[config.mk]
export PLATFORM = sky130hd
export DESIGN_NAME = reg_xfer_ctrl
export DESIGN_NICKNAME = d
export VERILOG_FILES = /design/src/rtl/reg_xfer_ctrl.sv
export SDC_FILE = /design/constraint.sdc
export NUM_CORES = 1
export LEC_CHECK = 0
export CAP_MARGIN = 25
export CORE_MARGIN = 5
export CORE_UTILIZATION = 30
export DETAILED_ROUTE_END_ITERATION = 8
export HOLD_SLACK_MARGIN = 0.05
export PLACE_DENSITY_LB_ADDON = 0.12
export SLEW_MARGIN = 20
export SYNTH_ARGS = -nofsm -noshare
export SYNTH_HDL_FRONTEND = slang
export SYNTH_SLANG_ARGS = --single-unit
[constraint.sdc]
create_clock -name clk -period 2.6 [get_ports clk]
set_clock_uncertainty 0.15 [all_clocks]
set_input_delay 0.78 -clock clk [delete_from_list [all_inputs] [get_ports clk]]
set_output_delay 0.78 -clock clk [all_outputs]
set_load 0.02 [all_outputs]
[src/rtl/reg_xfer_ctrl.sv]
// Register-file transfer sequencer: queues {op,src,dst} requests and emits
// registered one-hot bus-drive/capture enables so cpu_bus always has a single settled driver.
module reg_xfer_ctrl #(
    parameter int FIFO_DEPTH    = 2,
    parameter int SETTLE_CYCLES = 1
) (
    input  logic       clk,
    input  logic       reset,
    input  logic       req_valid,
    output logic       req_ready,
    input  logic [1:0] req_op,
    input  logic [2:0] req_src,
    input  logic [2:0] req_dst,
    output logic [7:0] read_en,
    output logic [7:0] write_en,
    output logic       imm_oe,
    output logic       out_strobe,
    output logic       busy,
    output logic       done,
    output logic       done_err
);
    localparam int PW = (FIFO_DEPTH > 1) ? $clog2(FIFO_DEPTH) : 1;
    localparam int NW = $clog2(FIFO_DEPTH + 1);
    localparam int CW = (SETTLE_CYCLES > 1) ? $clog2(SETTLE_CYCLES) : 1;

    localparam logic [1:0] OP_MOV = 2'b00;
    localparam logic [1:0] OP_IMM = 2'b01;
    localparam logic [1:0] OP_ACC = 2'b10;
    localparam logic [1:0] OP_OUT = 2'b11;

    typedef enum logic [1:0] {IDLE, SETUP, XFER} state_t;
    typedef struct packed {
        logic [1:0] op;
        logic [2:0] src;
        logic [2:0] dst;
    } req_t;

    req_t            mem [FIFO_DEPTH];
    logic [PW-1:0]   wr_ptr, rd_ptr;
    logic [NW-1:0]   count;
    logic            full, empty, push, pop;
    req_t            head, cur, cur_n;
    state_t          state, state_n;
    logic [CW-1:0]   cnt, cnt_n;
    logic [7:0]      rd_n, wr_n;
    logic            imm_n, out_n, done_n, err_n;

    function automatic logic illegal(input req_t r);
        return (r.op == OP_MOV || r.op == OP_IMM) && r.dst == 3'd7;
    endfunction

    function automatic logic noop(input req_t r);
        return r.op == OP_MOV && r.src == r.dst && r.dst != 3'd7;
    endfunction

    function automatic logic [PW-1:0] nxt(input logic [PW-1:0] p);
        return (p == PW'(FIFO_DEPTH - 1)) ? '0 : p + 1'b1;
    endfunction

    assign full      = (count == NW'(FIFO_DEPTH));
    assign empty     = (count == '0);
    assign req_ready = !full;
    assign push      = req_valid && !full;
    assign head      = mem[rd_ptr];
    assign busy      = (state != IDLE) || !empty;

    always_ff @(posedge clk) begin
        if (push) mem[wr_ptr] <= req_t'{req_op, req_src, req_dst};
    end

    always_ff @(posedge clk or posedge reset) begin
        if (reset) begin
            wr_ptr <= '0;
            rd_ptr <= '0;
            count  <= '0;
        end else begin
            if (push) wr_ptr <= nxt(wr_ptr);
            if (pop)  rd_ptr <= nxt(rd_ptr);
            if (push && !pop)      count <= count + 1'b1;
            else if (pop && !push) count <= count - 1'b1;
        end
    end

    // Next state plus next-cycle output decode; outputs then come straight from flops.
    always_comb begin
        state_n = state;
        cur_n   = cur;
        cnt_n   = cnt;
        pop     = !empty && (state == IDLE || state == XFER);
        case (state)
            SETUP: if (cnt == CW'(SETTLE_CYCLES - 1)) state_n = XFER;
                   else cnt_n = cnt + 1'b1;
            XFER:  state_n = IDLE;
            default: ;
        endcase
        if (pop) begin
            cur_n = head;
            cnt_n = '0;
            // Only real bus transfers need settle time before capture.
            if (illegal(head) || noop(head) || head.op == OP_ACC) state_n = XFER;
            else                                                 state_n = SETUP;
        end

        rd_n  = '0;
        wr_n  = '0;
        imm_n = 1'b0;
        out_n = 1'b0;
        if (state_n != IDLE && !illegal(cur_n) && !noop(cur_n)) begin
            case (cur_n.op)
                OP_MOV: begin
                    rd_n = 8'b1 << cur_n.src;
                    if (state_n == XFER) wr_n = 8'b1 << cur_n.dst;
                end
                OP_IMM: begin
                    imm_n = 1'b1;
                    if (state_n == XFER) wr_n = 8'b1 << cur_n.dst;
                end
                OP_OUT: begin
                    rd_n  = 8'b1 << cur_n.src;
                    out_n = (state_n == XFER);
                end
                default: if (state_n == XFER) wr_n = 8'h80;
            endcase
        end
        done_n = (state == XFER);
        err_n  = (state == XFER) && illegal(cur);
    end

    always_ff @(posedge clk or posedge reset) begin
        if (reset) begin
            state      <= IDLE;
            cur        <= '0;
            cnt        <= '0;
            read_en    <= '0;
            write_en   <= '0;
            imm_oe     <= 1'b0;
            out_strobe <= 1'b0;
            done       <= 1'b0;
            done_err   <= 1'b0;
        end else begin
            state      <= state_n;
            cur        <= cur_n;
            cnt        <= cnt_n;
            read_en    <= rd_n;
            write_en   <= wr_n;
            imm_oe     <= imm_n;
            out_strobe <= out_n;
            done       <= done_n;
            done_err   <= err_n;
        end
    end
endmodule

==> key figures, run 1 <==
Pwr
  • Total internal power: around 2200 µW
  • Power density cells: 1260 mW/mm²
  • Comb pwr share: 0.517
  • Switching Fraction: 0.409
  • Register share of total power: 0.342
  • VDD IR max: about 0.00032 V
  • Leak: approximately 0.0012 µW
  • NetSw: about 1500 µW
  • Clock Power Share: 0.141

Clocking
  • Clk sinks: 50
  • CTS Buf Count: 5
  • CTS tree: done
  • CTS Hold Bufs: 0
  • Setup Buffers After CTS: 0
  • Clk buf depth: 2
  • Worst-Skew Late Latency: ~0.30 ns
  • Clock root buffer: clkbuf_8
  • CTS clk-pin slew, worst paths: 0.08 ns
  • Htree depth: 2

Logic synthesis
  • Post-synth EDFFs: 16
  • Top-count cell post-synth: dfrtp_1
  • Ys Warns: 0
  • Yosys reg bits: 50
  • Most frequent cells after synthesis: dfrtp_1, nand2_1, edfxtp_1
  • Most used DFF post-synth: dfrtp_1
  • Share of flip-flops with an asynchronous set or reset: 0.680
  • Unique cell type count in the Yosys netlist: 49
  • Sequential fraction of the synthesis area: 0.560
  • XOR/XNOR Fraction of Synth Area: 0.0516
  • Synthesized Nets: a little over 200
  • Synth Area in Adders: 0.0263
  • Synth Area in Compound Gates: 0.0637
  • Mux contribution to synthesized area: 0.0710
  • Largest family of logic cells by synthesized area: simple AND/OR/NAND/NOR gates
  • Post-synthesis cell count: around 190
  • Synth Cell Area: 0.00238 mm²
  • Post-synth top area share: 0.358
  • Dominant cell type by area after synthesis: dfrtp_1
  • Top post-synthesis cells by area: dfrtp_1, edfxtp_1, xor2_1
  • Syn_area_per_cell: around 12 µm²
  • Simple-Gate Fraction of Synth Area: 0.177

Critical path
  • CP top delay family: buffers and inverters
  • Worst path depth: 2
  • R2R setup slack: approximately 0.27 ns
  • Peak fanout along the critical path: 5
  • Cells on worst reg2reg path: 7
  • Crit path kind: reg2out
  • Startpoint types: register
  • Critical path's slowest cell: clkdlybuf4s50_1
  • Worst Setup End Kind: output port
  • Worst path max stage delay: approximately 0.62 ns
  • CP required: 1.67 ns
  • Crit. Startpoint: count[0]$_DFFE_PP0P_
  • Critical R2R Launch: rd_ptr$_DFFE_PP0N_
  • Critical-path cell list: nand2b_1, clkdlybuf4s50_1
  • FF-to-FF End: write_en[0]$_DFF_PP0_
  • CP bufs+invs: 1
  • Arr. time, crit path: approximately 1.6 ns
  • CP endpoint: req_ready

Timing
  • Max-slew headroom: 0.519
  • Setup tns final: 0 ns
  • Max frequency: around 400 MHz
  • Minimum clock period: around 2.5 ns
  • Worst Hold Margin: ~0.37 ns
  • Least-Margin Pin Slew: ~0.72 ns
  • RSZ-0062 raised after global routing: false
  • Final setup violation count: 0
  • Final hold violations: 0
  • Final Cycle Share: 0.958
  • Final WS setup: about 0.11 ns
  • Slew Limit Fails: 0

Layout
  • Fin cells: ~330
  • # fillers: roughly 750
  • N_diodes: 0
  • Layout Nets: about 250
  • Area delta synth->final: 23.7%
  • Post-Route Utilization: 0.381
  • Proportion of layout cells with a drive suffix above 1: 0.185

Route
  • Vias per cell: roughly 4.6
  • DR pass1 iterations: 4
  • Post-route DRC: 0
  • DR WL/cell: between 10 and 15 µm
  • DRT iter0 DRCs: between 80 and 90
  • Routed WL: around 4700 µm
  • Via count: ~1500
  • Post-DRT Antenna Nets: 0

Place
  • Place WS: around 0.17 ns
  • Dpl cells: approximately 330
  • I/O Buffers: 32
  • Final RePlAce weighted congestion: roughly 0.76
  • Hpwl dp: between 3000 and 4000 µm

Die
  • Die height: approximately 100 µm
  • Placeable Area: between 0.007 and 0.008 mm²
  • Die area: 0.00981 mm²
  • # rows: 32
  • Chip Width: between 90 and 100 µm
  • I/O Pins: 33
  • Initial Util: 0.308

Global routing
  • Remaining Overflow, GRT: 0
  • Largest net degree at the start of global routing: 35
  • Vias in the first global route: 1611
  • Antenna violations before repair: 0
  • First-pass GRT wire length: approximately 8000 µm
  • All-Layer GR Usage: 0.103

Min path
  • Worst Hold Depth: 1
  • Hold Path Class: reg2reg

Status
  • Outcome: completed

Flow run
  • Max-Cap Viols: 0
## stage by stage
stage               instance area [µm²]  total power (µW)
finish                             2940              3710
global route                       2940              4010
CTS                                2930              3750
detailed placement                 2820              3210
global placement                   2820              3220
floorplan                          2380              2700
## worst reg2reg max path, stage by stage, from the launching register on
cell and delay (ns):
dfrtp_2 0.50, mux2i_1 0.42, o21ai_0 0.18, inv_1 0.11
ha_1 0.19, o311ai_2 0.15, o211ai_1 0.40, nor3b_1 0.11
## layer usage
metal  up-vias  part of all wire  track usage
li1        755                 -            -
met1       735              0.48        0.137
met2        28              0.47        0.164
met3         7             0.042       0.0262
met4         0             0.013       0.0347
met5         -                 0            0
## logic make-up (layout without fill, tap and decap cells)
| kind of cell | Yosys count | in the layout |
|---|---|---|
| mux | 14 | 14 |
| compound gates | 20 | 20 |
| simple gates | 71 | 71 |
| buf+inv | 17 | 58 |
| fa+ha+maj | 5 | 5 |
| flops | 50 | 50 |
| xor+xnor | 14 | 14 |
## flip-flops by register name, summed over array words and instances (netlist names)
register and flops:
cur 8, read_en 8, write_en 8, imm_oe 1, mem 16, done 1
count 2, out_strobe 1, wr_ptr 1, state 2, done_err 1, rd_ptr 1
## power by group through the flow
stage	clock [µW]	sequential (µW)	combinational (µW)
5_1_grt	579	1310	2130
3_3_place_gp	0	1290	1940
6_report	522	1270	1920
4_1_cts	544	1270	1940
3_5_place_dp	0	1280	1930
2_1_floorplan	0	1320	1380
## placed cells by master, fill, tap and decap left out, types with 3 or more instances in the layout
cell type,netlist,routed
nor4_1,4,4
nand2_1,17,17
nor4b_1,5,5
ha_1,5,5
o21ai_0,7,7
xnor2_1,3,3
clkbuf_8,0,6
a21oi_2,3,4
edfxtp_1,16,16
nand3_1,4,4
mux2i_1,5,5
xor2_1,11,11
nor2_1,11,10
buf_4,0,7
dfrtp_1,34,33
inv_1,8,8
clkdlybuf4s50_1,0,32
nor3_1,5,5
nor3b_1,5,5
mux2_2,5,5
## layout make-up
| class | instances | area, µm² | share of cell area |
|---|---|---|---|
| inverter | 10 | 37.5 | 0.0128 |
| sequential | 50 | 1330 | 0.453 |
| multi-input combinational | 124 | 940 | 0.319 |
| clock buffer | 8 | 111 | 0.0379 |
| tap | 102 | 128 | 0.0434 |
| timing repair buffer | 40 | 393 | 0.134 |
## repair_timing
action | 4_1_cts | 5_1_grt
gates resized for setup | 0 | 3
hold endpoints to repair | 0 | 0
endpoints found under the setup margin | 0 | 6
## worst min-delay path by stage
| stage | from | to | slack, ns |
|---|---|---|---|
| final | wr_ptr$_DFFE_PP0P_ | wr_ptr$_DFFE_PP0P_ | 0.37 |
| after detailed placement | wr_ptr$_DFFE_PP0P_ | wr_ptr$_DFFE_PP0P_ | 0.36 |
| after global placement | wr_ptr$_DFFE_PP0P_ | wr_ptr$_DFFE_PP0P_ | 0.33 |
| after floorplan | wr_ptr$_DFFE_PP0P_ | wr_ptr$_DFFE_PP0P_ | 0.31 |
| after CTS | wr_ptr$_DFFE_PP0P_ | wr_ptr$_DFFE_PP0P_ | 0.38 |
| after global routing | wr_ptr$_DFFE_PP0P_ | wr_ptr$_DFFE_PP0P_ | 0.42 |
Power figures use the tool's default switching activity.
==> run 2: changes to the inputs <==
--- a/config.mk
+++ b/config.mk
@@ -8,6 +8,7 @@
 export CAP_MARGIN = 25
 export CORE_MARGIN = 5
 export CORE_UTILIZATION = 30
+export CTS_CLUSTER_DIAMETER = 150
 export DETAILED_ROUTE_END_ITERATION = 8
 export HOLD_SLACK_MARGIN = 0.05
 export PLACE_DENSITY_LB_ADDON = 0.12
==> results of run 2 <==
No change in the layout: final DEF, timing and power equal those of run 1.
==> run 3: changes to the inputs <==
==> constraint.sdc (replaced) <==
create_clock -name clk -period 2.9 [get_ports clk]
set_clock_uncertainty 0.15 [all_clocks]
set_input_delay 0.87 -clock clk [delete_from_list [all_inputs] [get_ports clk]]
set_output_delay 0.87 -clock clk [all_outputs]
set_load 0.02 [all_outputs]
==> key figures, run 3 (same netlist as run 1, synthesis figures left out) <==
Route
  • Post-route DRC: 0 (unchanged)
  • Vias per cell: 4.49 (-1.7%)
  • Routed WL: 4710 µm (-0.53%)
  • Post-DRT Antenna Nets: 0 (unchanged)
  • Via count: 1503 (-1.4%)
  • DR WL/cell: 14.1 µm (-0.83%)
  • DR pass1 iterations: 4 (unchanged)
  • DRT iter0 DRCs: 25 (-71%)

Timing
  • Final hold violations: 0 (unchanged)
  • RSZ-0062 raised after global routing: false
  • Minimum clock period: approximately 2.6 ns
  • Max frequency: between 300 and 400 MHz
  • Final Cycle Share: 0.902
  • Max-slew headroom: 0.511 (-0.00775)
  • Final setup violation count: 0 (unchanged)
  • Slew Limit Fails: 0 (unchanged)
  • Least-Margin Pin Slew: 0.723 ns (+0.00144 ns)
  • Setup tns final: 0 ns (unchanged)

Critical path
  • CP required: 1.88 ns (+0.21 ns)
  • Worst Setup End Kind: output port
  • CP bufs+invs: 1 (unchanged)
  • Arr. time, crit path: 1.60 ns (+0.04 ns)
  • Critical path's slowest cell: clkdlybuf4s50_1
  • Peak fanout along the critical path: 5 (unchanged)
  • Worst path max stage delay: 0.54 ns (-0.08 ns)
  • CP top delay family: buffers and inverters
  • Critical-path cell list: nor2_1, nand2_1, clkdlybuf4s50_1
  • Startpoint types: register
  • Crit path kind: reg2out

Clocking
  • Setup Buffers After CTS: 0 (unchanged)
  • Worst-Skew Late Latency: 0.30 ns (about the same)
  • CTS Buf Count: 5 (unchanged)
  • Htree depth: 2 (unchanged)
  • CTS tree: done
  • CTS clk-pin slew, worst paths: 0.09 ns (about the same)
  • Clock root buffer: clkbuf_8
  • Post-cts repair resize count: 0 (unchanged)
  • Clk sinks: 50 (unchanged)
  • Clk buf depth: 2 (unchanged)
  • CTS Hold Bufs: 0 (unchanged)

Die
  • Die height: 99.0 µm (unchanged)
  • I/O Pins: 33 (unchanged)
  • Die area: 0.00981 mm² (unchanged)
  • Initial Util: 0.308 (unchanged)
  • Placeable Area: 0.00773 mm² (unchanged)
  • Chip Width: 99.0 µm (unchanged)
  • # rows: 32 (unchanged)

Pwr
  • Power density cells: 1120 mW/mm² (-11%)
  • Leak: 0.00119 µW (-0.78%)
  • VDD IR max: 0.000309 V (-4.4%)

Global routing
  • Remaining Overflow, GRT: 0 (unchanged)
  • All-Layer GR Usage: 0.103 (-0.000240)
  • Antenna violations before repair: 0 (unchanged)
  • Largest net degree at the start of global routing: 35 (unchanged)
  • Vias in the first global route: 1510 (-6.3%)
  • First-pass GRT wire length: 7940 µm (-1.2%)

Layout
  • Area delta synth->final: 22.2%
  • Multi-input gate area: 927 µm² (-1.3%)
  • Layout Nets: 248 (+0.40%)
  • Most frequent cells in the layout: dfrtp_1, clkdlybuf4s50_1, nand2_1
  • Design Area, Final: 0.00291 mm² (-1.2%)
  • Proportion of layout cells with a drive suffix above 1: 0.180 (-0.00509)
  • FF/Latch Area: 0.00133 mm² (about the same)
  • # fillers: 762 (+2.1%)
  • N_diodes: 0 (unchanged)
  • Reg with most FFs: mem
  • Max reg flops: 16 (unchanged)
  • Commonest non-fill, non-tap cell in the layout: dfrtp_1

Min path
  • Hold Path Class: reg2reg

Place
  • I/O Buffers: 32 (unchanged)
  • Placed cell area: 0.00281 mm² (-0.31%)
  • Final RePlAce weighted congestion: 0.823 (+8.1%)
  • Hpwl dp: 3590 µm (-1.2%)

Status
  • Outcome: completed

Flow run
  • Max-Cap Viols: 0 (unchanged)
run 3: worst paths after layout:
check                      depth (start not counted)                  from               endpoint  slack, ns
max                                                3  count[0]$_DFFE_PP0P_                   busy       0.28
min                                                1    wr_ptr$_DFFE_PP0P_     wr_ptr$_DFFE_PP0P_       0.35
max reg2reg                                        7  count[0]$_DFFE_PP0P_  write_en[6]$_DFF_PP0_       0.48
min reg2reg                                        1    wr_ptr$_DFFE_PP0P_     wr_ptr$_DFFE_PP0P_       0.35
max in group asynchronous                          3                 reset       cur[4]$_DFF_PP0_       1.48
min in group asynchronous                          3                 reset   out_strobe$_DFF_PP0_       0.81
run 3: layout make-up:
| class | instances | area share |
|---|---|---|
| well taps | 102 | 0.0439 |
| repair buffers | 41 | 0.133 |
| flip-flops and latches | 50 | 0.458 |
| inverters | 10 | 0.0129 |
| clock inverters | 2 | 0.00430 |
| multi-input cells | 124 | 0.319 |
| clock buffers | 6 | 0.0284 |
run 3: report_power, final:
group,total (µW),internal [µW],switching [µW]
sequential,1120,967,150
clock,419,192,227
combinational,1720,737,981
run 3: stage by stage:
stage / hold WS, ns / power, µW / utilization / setup slack, ns / cells
finish: 0.349 / 3250 / 0.376 / 0.285 / 335
global route: 0.375 / 3530 / 0.376 / 0.176 / 335
CTS: 0.349 / 3310 / 0.376 / 0.241 / 335
detailed placement: 0.333 / 2860 / 0.364 / 0.439 / 327
global placement: 0.325 / 2890 / 0.364 / 0.357 / 327
floorplan: 0.311 / 2420 / - / 0.586 / 191
run 3: per-layer routing:
| metal | vias up | track usage | part of all wire |
|---|---|---|---|
| met5 | - | 0 | 0 |
| met4 | 0 | 0.0410 | 0.017 |
| met3 | 6 | 0.0297 | 0.045 |
| met2 | 27 | 0.152 | 0.44 |
| met1 | 715 | 0.142 | 0.50 |
| li1 | 755 | - | - |
